File: config.mk
export PLATFORM = sky130hd
export DESIGN_NAME = sdiomux_hdx_serdes_flat
export DESIGN_NICKNAME = d
export VERILOG_FILES = /design/src/rtl/sdiomux_hdx_serdes_if.sv /design/src/rtl/sdiomux_hdx_serdes.sv /design/src/flat_wrapper.sv
export SDC_FILE = /design/constraint.sdc
export NUM_CORES = 1
export LEC_CHECK = 0
export ABC_CLOCK_PERIOD_IN_PS = 5000
export BUFFER_PORTS_ARGS = -buffer_cell sky130_fd_sc_hd__buf_4
export CORE_MARGIN = 1
export CORE_UTILIZATION = 23
export CTS_CLUSTER_SIZE = 20
export DETAILED_ROUTE_END_ITERATION = 7
export SYNTH_ARGS = -nofsm -noshare
export SYNTH_HDL_FRONTEND = slang
export SYNTH_SLANG_ARGS = --single-unit
File: constraint.sdc
create_clock -name clk -period 5 [get_ports clk]
set_input_delay 0.25 -clock clk [delete_from_list [all_inputs] [get_ports clk]]
set_output_delay 0.25 -clock clk [all_outputs]
set_load 0.01 [all_outputs]
File: src/rtl/sdiomux_hdx_serdes_if.sv
`default_nettype none
// ============================================================================
// Module      : sdiomux_hdx_serdes_if
// Description : Fabric handshake and SDIOMUX pad bundle for the half-duplex
//               single-wire serializer/deserializer.
// Revision    : 1.0 - initial release
// ============================================================================
interface sdiomux_hdx_serdes_if #(
    parameter int WIDTH = 8
);
    // Fabric-side parallel interface
    logic [WIDTH-1:0] tx_data;
    logic             tx_valid;
    logic             tx_ready;
    logic [WIDTH-1:0] rx_data;
    logic             rx_valid;
    logic             busy;
    // Pad-cell side (OQI/OE/IE toward SDIOMUX, IZ back from it)
    logic             oqi;
    logic             oe;
    logic             ie;
    logic             iz;

    // Environment: fabric producer/consumer plus the pad cell model
    modport master (
        output tx_data, tx_valid, iz,
        input  tx_ready, rx_data, rx_valid, busy, oqi, oe, ie
    );

    // The serdes itself
    modport slave (
        input  tx_data, tx_valid, iz,
        output tx_ready, rx_data, rx_valid, busy, oqi, oe, ie
    );
endinterface
`default_nettype wire

File: src/rtl/sdiomux_hdx_serdes.sv
`default_nettype none
// ============================================================================
// Module      : sdiomux_hdx_serdes
// Description : Half-duplex single-wire serdes in front of an SDIOMUX pad.
//               Frames are one start bit (1) followed by WIDTH data bits,
//               MSB first. Every frame is followed by TURNAROUND dead cycles
//               with both OE and IE low so the pad never fights itself.
// Revision    : 1.0 - initial release
// ============================================================================
module sdiomux_hdx_serdes #(
    parameter int WIDTH       = 8,
    parameter int TURNAROUND  = 2,
    parameter int SYNC_STAGES = 2
) (
    input  logic                 clk,
    input  logic                 rstn,
    sdiomux_hdx_serdes_if.slave  bus
);

    localparam int CW = $clog2(WIDTH + 1);

    localparam logic [1:0] S_IDLE = 2'd0;
    localparam logic [1:0] S_TX   = 2'd1;
    localparam logic [1:0] S_RX   = 2'd2;
    localparam logic [1:0] S_TURN = 2'd3;

    // TX occupies WIDTH+1 cycles (start bit + data), RX samples WIDTH bits
    localparam logic [CW-1:0] TX_LAST   = CW'(WIDTH);
    localparam logic [CW-1:0] RX_LAST   = CW'(WIDTH - 1);
    localparam logic [3:0]    TURN_INIT = 4'(TURNAROUND);

    logic [SYNC_STAGES-1:0] sync;
    logic                   iz_s;

    logic [1:0]       state,    state_nxt;
    logic [CW-1:0]    bit_cnt,  bit_cnt_nxt;
    logic [3:0]       turn_cnt, turn_cnt_nxt;
    logic [WIDTH-1:0] shreg,    shreg_nxt;
    logic             oqi,      oqi_nxt;
    logic             oe,       oe_nxt;
    logic             ie,       ie_nxt;
    logic [WIDTH-1:0] rx_data,  rx_data_nxt;
    logic             rx_valid, rx_valid_nxt;

    // Resynchronise the asynchronous pad input before any logic looks at it
    always_ff @(posedge clk) begin
        if (!rstn) begin
            sync <= '0;
        end else begin
            sync <= {sync[SYNC_STAGES-2:0], bus.iz};
        end
    end

    assign iz_s = sync[SYNC_STAGES-1];

    // State register plus registered pad controls and receive outputs
    always_ff @(posedge clk) begin
        if (!rstn) begin
            state    <= S_TURN;
            bit_cnt  <= '0;
            turn_cnt <= TURN_INIT;
            shreg    <= '0;
            oqi      <= 1'b0;
            oe       <= 1'b0;
            ie       <= 1'b0;
            rx_data  <= '0;
            rx_valid <= 1'b0;
        end else begin
            state    <= state_nxt;
            bit_cnt  <= bit_cnt_nxt;
            turn_cnt <= turn_cnt_nxt;
            shreg    <= shreg_nxt;
            oqi      <= oqi_nxt;
            oe       <= oe_nxt;
            ie       <= ie_nxt;
            rx_data  <= rx_data_nxt;
            rx_valid <= rx_valid_nxt;
        end
    end

    // Next-state, counter and shift-register logic; a start bit wins over TX
    always_comb begin
        state_nxt    = state;
        bit_cnt_nxt  = bit_cnt;
        turn_cnt_nxt = turn_cnt;
        shreg_nxt    = shreg;
        case (state)
            S_IDLE: begin
                if (iz_s) begin
                    state_nxt   = S_RX;
                    bit_cnt_nxt = '0;
                end else if (bus.tx_valid) begin
                    state_nxt   = S_TX;
                    bit_cnt_nxt = '0;
                    shreg_nxt   = bus.tx_data;
                end
            end
            S_TX: begin
                if (bit_cnt == TX_LAST) begin
                    state_nxt    = S_TURN;
                    turn_cnt_nxt = TURN_INIT;
                end else begin
                    shreg_nxt   = {shreg[WIDTH-2:0], 1'b0};
                    bit_cnt_nxt = bit_cnt + 1'b1;
                end
            end
            S_RX: begin
                shreg_nxt = {shreg[WIDTH-2:0], iz_s};
                if (bit_cnt == RX_LAST) begin
                    state_nxt    = S_TURN;
                    turn_cnt_nxt = TURN_INIT;
                end else begin
                    bit_cnt_nxt = bit_cnt + 1'b1;
                end
            end
            default: begin
                if (turn_cnt <= 4'd1) begin
                    state_nxt = S_IDLE;
                end else begin
                    turn_cnt_nxt = turn_cnt - 4'd1;
                end
            end
        endcase
    end

    // Pad controls follow the upcoming state, so OE and IE can never overlap
    always_comb begin
        oe_nxt       = (state_nxt == S_TX);
        ie_nxt       = (state_nxt == S_IDLE) || (state_nxt == S_RX);
        oqi_nxt      = 1'b0;
        if (state_nxt == S_TX) begin
            oqi_nxt = (state == S_IDLE) ? 1'b1 : shreg[WIDTH-1];
        end
        rx_valid_nxt = (state == S_RX) && (state_nxt == S_TURN);
        rx_data_nxt  = rx_valid_nxt ? shreg_nxt : rx_data;
    end

    assign bus.tx_ready = (state == S_IDLE) && !iz_s;
    assign bus.busy     = (state != S_IDLE);
    assign bus.oqi      = oqi;
    assign bus.oe       = oe;
    assign bus.ie       = ie;
    assign bus.rx_data  = rx_data;
    assign bus.rx_valid = rx_valid;

endmodule
`default_nettype wire

File: src/flat_wrapper.sv
// flat-port wrapper written by rule: the top's interface ports become plain ports
module sdiomux_hdx_serdes_flat 
#(
    parameter int WIDTH       = 8,
    parameter int TURNAROUND  = 2,
    parameter int SYNC_STAGES = 2
)
  (clk, rstn, bus_tx_data, bus_tx_valid, bus_iz, bus_tx_ready, bus_rx_data, bus_rx_valid, bus_busy, bus_oqi, bus_oe, bus_ie);
  sdiomux_hdx_serdes_if #(.WIDTH(WIDTH)) bus_i ();
  input  logic clk;
  input  logic rstn;
  input wire logic [$bits(bus_i.tx_data)-1:0] bus_tx_data;
  input wire logic [$bits(bus_i.tx_valid)-1:0] bus_tx_valid;
  input wire logic [$bits(bus_i.iz)-1:0] bus_iz;
  output wire logic [$bits(bus_i.tx_ready)-1:0] bus_tx_ready;
  output wire logic [$bits(bus_i.rx_data)-1:0] bus_rx_data;
  output wire logic [$bits(bus_i.rx_valid)-1:0] bus_rx_valid;
  output wire logic [$bits(bus_i.busy)-1:0] bus_busy;
  output wire logic [$bits(bus_i.oqi)-1:0] bus_oqi;
  output wire logic [$bits(bus_i.oe)-1:0] bus_oe;
  output wire logic [$bits(bus_i.ie)-1:0] bus_ie;
  assign bus_i.tx_data = bus_tx_data;
  assign bus_i.tx_valid = bus_tx_valid;
  assign bus_i.iz = bus_iz;
  assign bus_tx_ready = bus_i.tx_ready;
  assign bus_rx_data = bus_i.rx_data;
  assign bus_rx_valid = bus_i.rx_valid;
  assign bus_busy = bus_i.busy;
  assign bus_oqi = bus_i.oqi;
  assign bus_oe = bus_i.oe;
  assign bus_ie = bus_i.ie;
  sdiomux_hdx_serdes #(.WIDTH(WIDTH), .TURNAROUND(TURNAROUND), .SYNC_STAGES(SYNC_STAGES)) u_core (.clk(clk), .rstn(rstn), .bus(bus_i));
endmodule
== Yosys cells after proc, flatten, opt, wreduce, memory -nomap -nowiden ==
Cells that the tools add are included.
Operators by class
  add/subtract/negate cells: 2
  multipliers: 0
  div/mod/pow operators: 0
  order comparisons: 1
  eq/ne operators: 13
  shifts and indexed selects: 0
  multiplexer cells: 20
  bitwise gates (word level): 1
  reduce and logical (&&, ||, !) cells: 11
Operators with widths (count)
  2-to-1 mux 4 bit: 7
  2-to-1 mux 8 bit: 3
  case mux 4 bit (3 select lines): 2
  case mux 8 bit (3 select lines): 1
  2-to-1 mux 2 bit: 5
  AND reduction 4 bit: 2
  equality test 2 bit (second input constant): 3
  case mux 2 bit (3 select lines): 1
  adder 4 x 1 -> 4 bit (second input constant): 1
  equality test 2 x 1 -> 1 bit (second input constant): 2
  equality test 4 x 3 -> 1 bit (second input constant): 1
  equality test 4 bit (second input constant): 1
  <= comparator 4 x 1 -> 1 bit (second input constant): 1
  zero test 2 bit: 2
  inequality test 2 x 1 -> 1 bit (second input constant): 2
  inequality test 2 bit (second input constant): 2
  subtractor 4 x 1 -> 4 bit (second input constant): 1
  inequality test 3 x 2 -> 1 bit (second input constant): 1
  inequality test 3 bit (second input constant): 1
  nonzero test 3 bit: 1
  logical AND 1 bit: 2
  AND reduction 2 bit: 1
  nonzero test 2 bit: 1
  zero test 1 bit: 1
  other kinds (3): 3
Word-level totals
  register bits: 32
  latch bits: 0
  bits in writable memories: 0
  ROM bits: 0
  bits of input ports: 12
  logic and storage cells: 58
  memories kept: 0

== Logic depth before layout (Yosys ltp) ==
  depth after elaboration: 5
  gate-level depth with buffers: 8
  gate-level depth less buffers: 7

== Worst setup path before layout ==
No wires, ideal clock.
  path kind: reg-to-reg
  from: register u_core.state[0]
  to: register u_core.turn_cnt[3]
  setup time: 117 ps
  arrival time: 1831 ps
  setup slack: 3051 ps
  cell stages (with the launch flop): 7
  path buffers: 0
  cell sequence: dfxtp_1 -> inv_1 -> ha_1 -> or3_1 -> a221o_1 -> o21bai_1 -> a32o_1
Between the ends
  cells in the longest elaborated chain, start to end: 3
  elaborated cells on any way between the ends: 9
  classes of those cells: eq/ne: 5; mux: 1; bitwise: 1; reduce/logical: 2
RTL lines
  from (decl): line sdiomux_hdx_serdes.sv:35  | logic [1:0] state, state_nxt;
  from (signal assigned): line sdiomux_hdx_serdes.sv:69  | state <= state_nxt;
  equality test 2 x 1 -> 1 bit (tied with other cells): line sdiomux_hdx_serdes.sv:87  | case (state)
  inequality test 3 bit (no line) (tied with other cells)
  AND reduction 4 bit (no line)
  to (signal assigned): line sdiomux_hdx_serdes.sv:71  | turn_cnt <= turn_cnt_nxt;
  to (decl): line sdiomux_hdx_serdes.sv:37  | logic [3:0] turn_cnt, turn_cnt_nxt;
Parallel ways exist; a longest one is shown, timed or not.
A chain may end at the register's enable or synchronous reset.

== Worst setup path after layout ==
  from: register u_core.state[1]
  to: register u_core.rx_data[5] (netlist: u_core.bus.rx_data[5])
Between the ends
  cells in the longest elaborated chain, start to end: 5
  elaborated cells on any way between the ends: 12
  classes of those cells: eq/ne: 3; mux: 7; reduce/logical: 2
RTL lines
  2-to-1 mux 2 bit: line sdiomux_hdx_serdes.sv:92  | end else if (bus.tx_valid) begin
  2-to-1 mux 2 bit: line sdiomux_hdx_serdes.sv:89  | if (iz_s) begin
  case mux 2 bit (3 select lines): line sdiomux_hdx_serdes.sv:87
  equality test 2 bit: line sdiomux_hdx_serdes.sv:134  | rx_valid_nxt = (state == S_RX) && (state_nxt == S_TURN);
  logical AND 1 bit: line sdiomux_hdx_serdes.sv:134
  to (signal assigned): line sdiomux_hdx_serdes.sv:76  | rx_data <= rx_data_nxt;
  to (decl): line sdiomux_hdx_serdes.sv:42  | logic [WIDTH-1:0] rx_data, rx_data_nxt;
Parallel ways exist; a longest one is shown, timed or not.

==> impl_metrics.json <==
{
  "setup.worst_path.start_class": "flip-flop",
  "core_area_sq_um": 6310,
  "final.period_utilization_pct": 51.0,
  "antenna_left": 0,
  "ctsResizeCount": 0,
  "nets_in_the_synthesized_netlist": 181,
  "detailedRoute.firstPassIterationCount": 6,
  "design_power_total_mw": 1.07,
  "outcome": "complete, no violations",
  "synth.avg_cell_area_sq_um": 9.34,
  "synth-seq-cells": 32,
  "grt_antenna_before_repair": 0,
  "yosys_warnings": 0,
  "dieArea_sq_um": 6870,
  "drt_first_iter_violations": 163,
  "worst_hold_path_type": "in2reg",
  "timing_hold_violations_final": 0,
  "path_clk_slew_ns": 0.07,
  "synth_flop_cell": "sky130_fd_sc_hd__dfxtp_1",
  "number_of_antenna_repair_diodes": 0,
  "yosys.area.top_type_share_pct": 42.6,
  "finish.net_count": 205,
  "post-synth-top-area-cell": "sky130_fd_sc_hd__dfxtp_1",
  "max-slew-margin-rel_pct": 48.9,
  "synthesized_instance_count": 161,
  "drv.max_cap_violation_count": 0,
  "criticalPathCategory": "reg2reg",
  "postLayoutCellArea_sq_um": 1860,
  "cts_tree": "built",
  "dp.final_hpwl_mm": 2.62,
  "timing.critical_path.arrival_ns": 2.73,
  "timing.critical_path.fanout_max": 24,
  "cts.path.max_buffers": 2,
  "max-vdd-ir-drop_uv": 225,
  "cts-buffers-inserted": 5,
  "synth-edff-count": 0,
  "vias": 1345,
  "seq_area_frac_synth_pct": 42.6,
  "static-leakage-power_nw": 0.728,
  "drcViolationCount": 0,
  "htree_levels": 2,
  "clock_root_buffer": "sky130_fd_sc_hd__clkbuf_8",
  "setup_repair_after_global_routing_missed_its_margin": "no",
  "grt_overflow": 0,
  "worst_skew_pair.late_latency_ns": 0.28,
  "final_layout_size_suffix_gt1_share_pct": 21.0,
  "routed_wire_length_mm": 3.69,
  "chipHeight_um": 82.9,
  "max_freq_mhz": 392,
  "numPortBuffers": 25,
  "ioPinCount": 26,
  "post_synth_main_area_contributors": "sky130_fd_sc_hd__dfxtp_1 (43%), sky130_fd_sc_hd__ha_1 (6.7%), sky130_fd_sc_hd__a222oi_1 (4.7%), sky130_fd_sc_hd__a311oi_1 (4.7%), sky130_fd_sc_hd__nor2_1 (3.7%)",
  "synth-async-reset-ratio_pct": 0,
  "setup_viol_count_final": 0,
  "worstMarginPinSlew_ns": 0.767,
  "grt_pass1_wl_mm": 6.25,
  "gr-usage-all-layers_pct": 11.2,
  "placed_cell_area_sq_um": 1760,
  "syn_to_final_growth_pct": 24.0,
  "place.gp.congestion": 0.794,
  "hold-worst-slack_ns": 0.177,
  "grt_max_degree": 25,
  "synth_area_sq_um": 1500,
  "ff2ff_setup_slack_ns": 2.45,
  "placementRows": 29,
  "skew_ns": 0.00620,
  "post-place-cells": 255,
  "initial_utilization_pct": 23.8,
  "cts_hold_buf": 0,
  "vias_per_cell": 5.11,
  "fillers": 707,
  "synthDistinctLibCells": 40,
  "die_boundary_width_um": 82.9,
  "cp.required_ns": 5.18,
  "p_per_area_nw_per_um2": 572,
  "grt_pass1_vias": 1262,
  "wl_per_cell_um": 14.0,
  "cts.sinks": 32,
  "cts_setup_buffers": 0,
  "final_cells": 263,
  "critPathCaptureType": "flip-flop",
  "min_period_ns": 2.55,
  "timing.final.max_slew_violations": 0,
  "setup_tns_ns": 0
}
## cells in the mapped netlist, types with 2 or more instances
cell and instances:
sky130_fd_sc_hd__a32oi_2 2, sky130_fd_sc_hd__and2_1 3, sky130_fd_sc_hd__nor3b_1 2, sky130_fd_sc_hd__a31oi_1 8, sky130_fd_sc_hd__inv_1 11, sky130_fd_sc_hd__nor2_1 15, sky130_fd_sc_hd__a311oi_1 8, sky130_fd_sc_hd__clkbuf_1 7
sky130_fd_sc_hd__o21ai_1 3, sky130_fd_sc_hd__o21bai_1 2, sky130_fd_sc_hd__a32o_1 4, sky130_fd_sc_hd__nor2b_1 2, sky130_fd_sc_hd__or3_1 2, sky130_fd_sc_hd__a222oi_1 7, sky130_fd_sc_hd__nand2_1 10, sky130_fd_sc_hd__nand4b_1 3
sky130_fd_sc_hd__ha_1 8, sky130_fd_sc_hd__nor3_1 5, sky130_fd_sc_hd__o31ai_1 2, sky130_fd_sc_hd__dfxtp_1 32, sky130_fd_sc_hd__a21oi_1 2, sky130_fd_sc_hd__nand3_1 3, sky130_fd_sc_hd__o21a_1 2, sky130_fd_sc_hd__o21ai_0 2
## cell type report
cell class	count	area (sq um)	share of cell area, %
tap	77	96.3	5.17
multi-input combinational	110	791	42.4
clock inverter	2	35.0	1.88
clock buffer	6	72.6	3.89
sequential	32	641	34.4
timing repair buffer	25	188	10.1
inverter	11	41.3	2.21
## sequential cells by signal, indices dropped and copies added, names as in the netlist
| register | cells |
|---|---|
| u_core.bus.rx_data | 8 |
| u_core.shreg | 8 |
| u_core.bit_cnt | 4 |
| u_core.turn_cnt | 4 |
| u_core.state | 2 |
| u_core.sync | 2 |
| u_core.bus.ie | 1 |
| u_core.bus.oe | 1 |
| u_core.bus.oqi | 1 |
| u_core.bus.rx_valid | 1 |
## per-layer routing
metal,GRT usage (%),wire length [um],up-vias
li1,-,-,659
met2,15.6,1560,49
met4,3.76,25,0
met5,0,0,-
met3,2.98,228,2
met1,16.3,1870,635
## per-stage QoR
stage	utilization [%]	setup WS (ns)
global placement	27.8	2.55
finish	29.5	2.45
global route	29.5	2.19
detailed placement	27.8	2.56
floorplan	-	3.05
CTS	29.5	2.52
## power breakdown
group / internal (mW) / leakage [nW] / switching, mW
logic: 0.187 / 0.413 / 0.292
registers: 0.308 / 0.260 / 0.0405
clock network: 0.148 / 0.0552 / 0.0919
## critical path: stages (launching register included)
cell and delay [ns]:
sky130_fd_sc_hd__dfxtp_1 0.43, sky130_fd_sc_hd__ha_1 0.70, sky130_fd_sc_hd__nand4b_1 0.31, sky130_fd_sc_hd__a32oi_2 0.54, sky130_fd_sc_hd__a31oi_1 0.16, sky130_fd_sc_hd__a311oi_1 0.31
## cells by family after synthesis
group / Yosys count / share of synthesized area, %
fa+ha+maj: 8 / 6.66
compound gates: 49 / 27.0
simple gates: 51 / 17.6
buf+inv: 19 / 4.83
flops: 32 / 42.6
mux: 2 / 1.41
## worst paths after layout
kind / start / to / cells past startpoint
max: u_core.state[1]$_SDFF_PN1_ / u_core.bus.rx_data[5]$_SDFFE_PN0P_ / 5
min: bus_iz / u_core.sync[0]$_SDFF_PN0_ / 2
max reg2reg: u_core.state[1]$_SDFF_PN1_ / u_core.bus.rx_data[5]$_SDFFE_PN0P_ / 5
min reg2reg: u_core.sync[0]$_SDFF_PN0_ / u_core.sync[1]$_SDFF_PN0_ / 1
## placed cells by master (no fill, tap or decap), types with 3 or more instances in the layout
cell type,instances
sky130_fd_sc_hd__dfxtp_1,32
sky130_fd_sc_hd__buf_4,25
sky130_fd_sc_hd__nor2_1,15
sky130_fd_sc_hd__inv_1,11
sky130_fd_sc_hd__nand2_1,10
sky130_fd_sc_hd__a31oi_1,8
sky130_fd_sc_hd__a311oi_1,8
sky130_fd_sc_hd__ha_1,8
sky130_fd_sc_hd__a222oi_1,7
sky130_fd_sc_hd__nor3_1,5
sky130_fd_sc_hd__clkbuf_8,5
sky130_fd_sc_hd__a32o_1,4
sky130_fd_sc_hd__and2_1,3
sky130_fd_sc_hd__o21ai_1,3
sky130_fd_sc_hd__nand4b_1,3
sky130_fd_sc_hd__nand3_1,3
No activity file was read; power rests on OpenSTA's default activity.
